--- src/rtl/counter_ctrl.sv ---
// -----------------------------------------------------------------------------
// counter_ctrl
//   Sequencing controller for the 4-bit enable counter. Generates prescaled
//   ctr_enable ticks, issues ctr_clear pulses to the counter's active-high
//   reset, and watches the counter's count feedback against a programmable
//   terminal value in one-shot or auto-reload mode.
//
//   Optional feature macro: COUNT_CTRL_WRAPCNT_EN
//     When defined, adds output wraps[7:0], a saturating count of
//     auto-reload terminal events.
//
// Ports
//   clock       in   system clock, rising edge
//   reset       in   asynchronous, active-low
//   start       in   strobe: run / resume
//   stop        in   strobe: pause
//   clear       in   strobe: abort to IDLE and zero the counter
//   mode        in   0 = one-shot, 1 = auto-reload (sampled continuously)
//   limit       in   terminal count (sampled continuously)
//   prescale    in   tick every prescale+1 RUN cycles
//   count       in   counter feedback
//   ctr_enable  out  combinational tick to the counter
//   ctr_clear   out  registered one-cycle clear pulse to the counter
//   busy        out  high in RUN or PAUSE
//   done        out  registered one-cycle terminal pulse
//   state       out  IDLE=00 RUN=01 PAUSE=10 DONE=11
//   wraps       out  (COUNT_CTRL_WRAPCNT_EN only) auto-reload event count
//
// Control strobes: start/stop/clear carry no handshake. Each is a level
// sampled on every rising edge; a high level for one cycle is one command.
// When several are high together, clear wins over stop, stop over the
// terminal condition, and the terminal condition over start.
// -----------------------------------------------------------------------------
module counter_ctrl #(
   parameter int COUNT_W    = 4,
   parameter int PRESCALE_W = 8
) (
   input  logic                  clock,
   input  logic                  reset,
   input  logic                  start,
   input  logic                  stop,
   input  logic                  clear,
   input  logic                  mode,
   input  logic [COUNT_W-1:0]    limit,
   input  logic [PRESCALE_W-1:0] prescale,
   input  logic [COUNT_W-1:0]    count,
   output logic                  ctr_enable,
   output logic                  ctr_clear,
   output logic                  busy,
   output logic                  done,
   output logic [1:0]            state
`ifdef COUNT_CTRL_WRAPCNT_EN
   ,
   output logic [7:0]            wraps
`endif
);

   typedef enum logic [1:0] {
      S_IDLE  = 2'b00,
      S_RUN   = 2'b01,
      S_PAUSE = 2'b10,
      S_DONE  = 2'b11
   } state_t;

   state_t                state_q;
   logic [PRESCALE_W-1:0] presc;

   logic in_run;
   logic tick_due;
   logic at_limit;
   logic term;

   assign in_run   = (state_q == S_RUN);
   // >= rather than == so that lowering prescale below the running presc
   // value fires on the next cycle instead of waiting for presc to wrap.
   assign tick_due = (presc >= prescale);
   assign at_limit = (count == limit);
   // During the ctr_clear cycle the count input is stale (the counter only
   // clears at the closing edge), so the terminal compare is masked.
   assign term     = in_run & at_limit & ~ctr_clear;

   assign ctr_enable = in_run & tick_due & ~at_limit & ~ctr_clear & ~stop & ~clear;
   assign busy       = (state_q == S_RUN) | (state_q == S_PAUSE);
   assign state      = state_q;

   always_ff @(posedge clock or negedge reset) begin
      if (!reset) begin
         state_q   <= S_IDLE;
         presc     <= '0;
         ctr_clear <= 1'b0;
         done      <= 1'b0;
`ifdef COUNT_CTRL_WRAPCNT_EN
         wraps     <= 8'd0;
`endif
      end else begin
         // Pulses default low and are raised for exactly one cycle below.
         ctr_clear <= 1'b0;
         done      <= 1'b0;
         if (clear) begin
            state_q   <= S_IDLE;
            ctr_clear <= 1'b1;
            presc     <= '0;
`ifdef COUNT_CTRL_WRAPCNT_EN
            wraps     <= 8'd0;
`endif
         end else begin
            case (state_q)
               S_IDLE, S_DONE: begin
                  if (start) begin
                     state_q   <= S_RUN;
                     ctr_clear <= 1'b1;
                     presc     <= '0;
`ifdef COUNT_CTRL_WRAPCNT_EN
                     wraps     <= 8'd0;
`endif
                  end
               end
               S_RUN: begin
                  if (stop) begin
                     state_q <= S_PAUSE;   // presc held for resume
                  end else if (term) begin
                     done <= 1'b1;
                     if (!mode) begin
                        state_q <= S_DONE;
                     end else begin
                        ctr_clear <= 1'b1;
                        presc     <= '0;
`ifdef COUNT_CTRL_WRAPCNT_EN
                        if (wraps != 8'hFF) wraps <= wraps + 8'd1;
`endif
                     end
                  end else begin
                     presc <= tick_due ? '0 : presc + PRESCALE_W'(1);
                  end
               end
               S_PAUSE: begin
                  if (start) state_q <= S_RUN;   // resume without clearing
               end
               default: state_q <= S_IDLE;
            endcase
         end
      end
   end

endmodule

--- config.mk ---
export PLATFORM = sky130hd
export DESIGN_NAME = counter_ctrl
export DESIGN_NICKNAME = d
export VERILOG_FILES = /design/src/rtl/counter_ctrl.sv
export SDC_FILE = /design/constraint.sdc
export NUM_CORES = 1
export LEC_CHECK = 0
export BUFFER_PORTS_ARGS = -buffer_cell sky130_fd_sc_hd__buf_2
export CAP_MARGIN = 20
export CORE_ASPECT_RATIO = 1.5
export CORE_UTILIZATION = 46
export CTS_CLUSTER_DIAMETER = 200
export CTS_CLUSTER_SIZE = 24
export DETAILED_ROUTE_END_ITERATION = 8
export PLACE_DENSITY = 0.74
export SLEW_MARGIN = 20
export SYNTH_ARGS = -nofsm -noshare
export SYNTH_HDL_FRONTEND = slang
export SYNTH_SLANG_ARGS = --single-unit
--- constraint.sdc ---
create_clock -name clock -period 3 [get_ports clock]
set_input_delay 0.9 -clock clock [delete_from_list [all_inputs] [get_ports clock]]
set_output_delay 0.9 -clock clock [all_outputs]
set_load 0.1 [all_outputs]
==> flow_metrics.tcl <==
set metrics [dict create \
    wirelength_mm 2.38 \
    ctsHoldBuffers 0 \
    synth_top_area_share_pct 29.0 \
    first_global_vias 1013 \
    avgViaCountPerCell 5.71 \
    wl_met2_mm 1.41 \
    required_ns 2.10 \
    synthesis.area_um2 1040 \
    ff2ff_setup_slack_ns 0.82 \
    max_slew_margin_pct 67.9 \
    synth_area_leader_cell "dfrtp_1" \
    synth_compound_gate_area_share_pct 20.7 \
    slowest_delay_ns 0.25 \
    synth.distinct_cells 36 \
    p_per_area_nw_per_um2 350 \
    ys_seq_elements 12 \
    worst_r2r_path_depth 8 \
    antenna_found_initial 0 \
    tns_ns 0 \
    synth-edff-count 0 \
    synth_common_cells "18 x inv_1, 12 x dfrtp_1, 12 x ha_1, 10 x nand2_1" \
    crit_arrival_ns 2.05 \
    grt_start_max_net_pins 13 \
    drv_cap 0 \
    wire_per_inst_um 13.7 \
    core_um2 2080 \
    hpwl_mm 1.99 \
    cts_tree "built" \
    track_usage_pct 25.0 \
    regToRegStartpoint "presc[2]" \
    place_congestion 0.739 \
    ios 28 \
    synth_xor_area_share_pct 3.38 \
    path_clk_slew_ns 0.08 \
    htree_levels 1 \
    ant_nets 0 \
    syn_area_per_cell_um2 8.87 \
    nets 186 \
    rows 20 \
    synth_top_family_by_area "simple AND/OR/NAND/NOR gates" \
    setup_viol 0 \
    cts_buffers 3 \
    slowest_stage "ha_4" \
    num_vias 988 \
    yosysWarnings 0 \
    slew_viol_final 0 \
    status "finished, final reports clean" \
    synth-simple-area-share_pct 25.5 \
    grt_pass1_wl_mm 4.13 \
    die_w_um 40.8 \
    irDropWorstVdd_mv 0.301 \
    clock_sinks 12 \
    drtIter0Drc 14 \
    portBuffers 27 \
    post-route-drc-count 0 \
    finalHoldViolCount 0 \
    synth_flop_cell "dfrtp_1" \
    fp.dieH_um 60.2 \
    synthAdderAreaFrac_pct 14.5 \
    cp-start-kind "input pin" \
    crit_type "input pin to output port" \
    syn2layout_area_growth_pct 33.1 \
    met1_length_um 837 \
    r2r_end "presc[5]" \
    yosys-top-cells-area "dfrtp_1 29%, ha_1 14%, inv_1 6.5%, nand2_1 3.6%, xor2_1 3.4%" \
    postLayoutCellArea_um2 1380 \
    critPathMaxFanout 2 \
    tightest_slew_ns 0.485 \
    hold_path.class "input pin to async pin" \
    leakagePower_nw 0.602 \
    drive_gt1_share_pct 39.7 \
    die_area_um2 2450 \
    grt_overflow 0 \
    power_uw 483 \
    synthMuxAreaShare_pct 0 \
    placed_area_um2 1330 \
    cts.path.max_buffers 2 \
    worstSetupStartpoint "prescale[6]" \
    fillers 192 \
    ys_seq_area_share_pct 29.0 \
    clk_latency_ns 0.28 \
    wl_met3_um 74 \
    fin_worst_hold_slack_ns 0.483 \
    antenna_cells 0 \
    synthCells 117 \
    path_delay_family "simple AND/OR/NAND/NOR gates" \
    end_kind "output port" \
    min_period_ns 2.95 \
    rsz0062_at_grt "yes" \
    highest_layer "met4" \
    cts_root_buf "clkbuf_4" \
    synth.most_common_cell "inv_1" \
    synthArstFlopShare_pct 100 \
    period_share_pct 98.3 \
    synth_nets 151 \
    dr.pass1.iters 2 \
    max_freq_ghz 0.339 \
    path_cells "buf_4, inv_8, ha_4, nand4_1, nor2_2, a211oi_4, nor4_4, buf_12" \
    worst_clock_skew_ns 0.00601 \
    start_util_pct 49.9 \
    path_buf_inv 3 \
]
[layer usage]
| layer | track usage [%] | vias to the layer above |
|---|---|---|
| met1 | 23.6 | 470 |
| met2 | 47.6 | 21 |
| li1 | - | 489 |
| met5 | 0 | - |
| met4 | 11.9 | 0 |
| met3 | 3.72 | 8 |
[layout make-up]
cell class / count / area (µm²) / share of cell area (%)
multi-input combinational: 86 / 752 / 54.5
sequential: 12 / 305 / 22.1
timing repair buffer: 31 / 189 / 13.7
inverter: 18 / 80.1 / 5.80
tap: 22 / 27.5 / 1.99
clock buffer: 4 / 26.3 / 1.90
[layout by cell type, fill, tap and decap left out, types with 2 or more instances in the layout]
master,n
buf_4,5
a31oi_1,3
nor2b_1,3
nor4_4,2
clkbuf_4,3
a41oi_1,3
buf_2,24
and3_1,2
nand2_2,2
o311ai_2,2
nor2_1,3
nand4_1,4
xor2_1,4
inv_1,13
inv_4,2
ha_1,6
inv_2,2
dfrtp_1,10
nand2_1,9
o21ai_0,5
and2_1,2
nand2b_1,5
nor2_2,2
o22ai_1,3
ha_4,5
nand3_1,5
[sequential cells by signal, indices dropped and copies added (netlist names)]
register   count
state          2
done           1
ctr_clear      1
presc          8
[per-stage QoR]
step | std cells | worst slack (ns) | utilization (%)
CTS | 173 | 0.00468 | 66.2
detailed placement | 168 | -0.0257 | 64.2
floorplan | 117 | -0.401 | -
global placement | 168 | -0.0163 | 64.2
global route | 173 | -0.0260 | 66.4
finish | 173 | 0.0495 | 66.4
[where the power goes]
group / total [mW] / internal, mW / switching [mW]
combinational: 0.192 / 0.0587 / 0.133
clock: 0.111 / 0.0517 / 0.0591
sequential: 0.180 / 0.170 / 0.00977
[how the worst max path moves through the flow]
| stage | to | slack [ns] | cells after the start |
|---|---|---|---|
| 6_report | ctr_enable | 0.05 | 8 |
| 3_5_place_dp | ctr_enable | -0.03 | 8 |
| 2_1_floorplan | ctr_enable | -0.40 | 6 |
| 5_1_grt | ctr_enable | -0.03 | 8 |
| 4_1_cts | ctr_enable | 0.005 | 8 |
| 3_3_place_gp | ctr_enable | -0.02 | 8 |
[cells by family (layout without fill, tap and decap cells)]
family          Yosys count  count (layout)
compound gates           26              26
xor+xnor                  4               4
fa+ha+maj                12              12
buf+inv                  19              53
flops                    12              12
simple gates             44              44
[repair_timing]
| item | 4_1_cts | 5_1_grt |
|---|---|---|
| pin swaps | 2 | 1 |
| resized for setup | 2 | 2 |
| gates cloned | 0 | 0 |
| setup buffers | 1 | 0 |
| endpoints found under the setup margin | 1 | 1 |
Note: power is estimated with default switching activity, not from simulation.
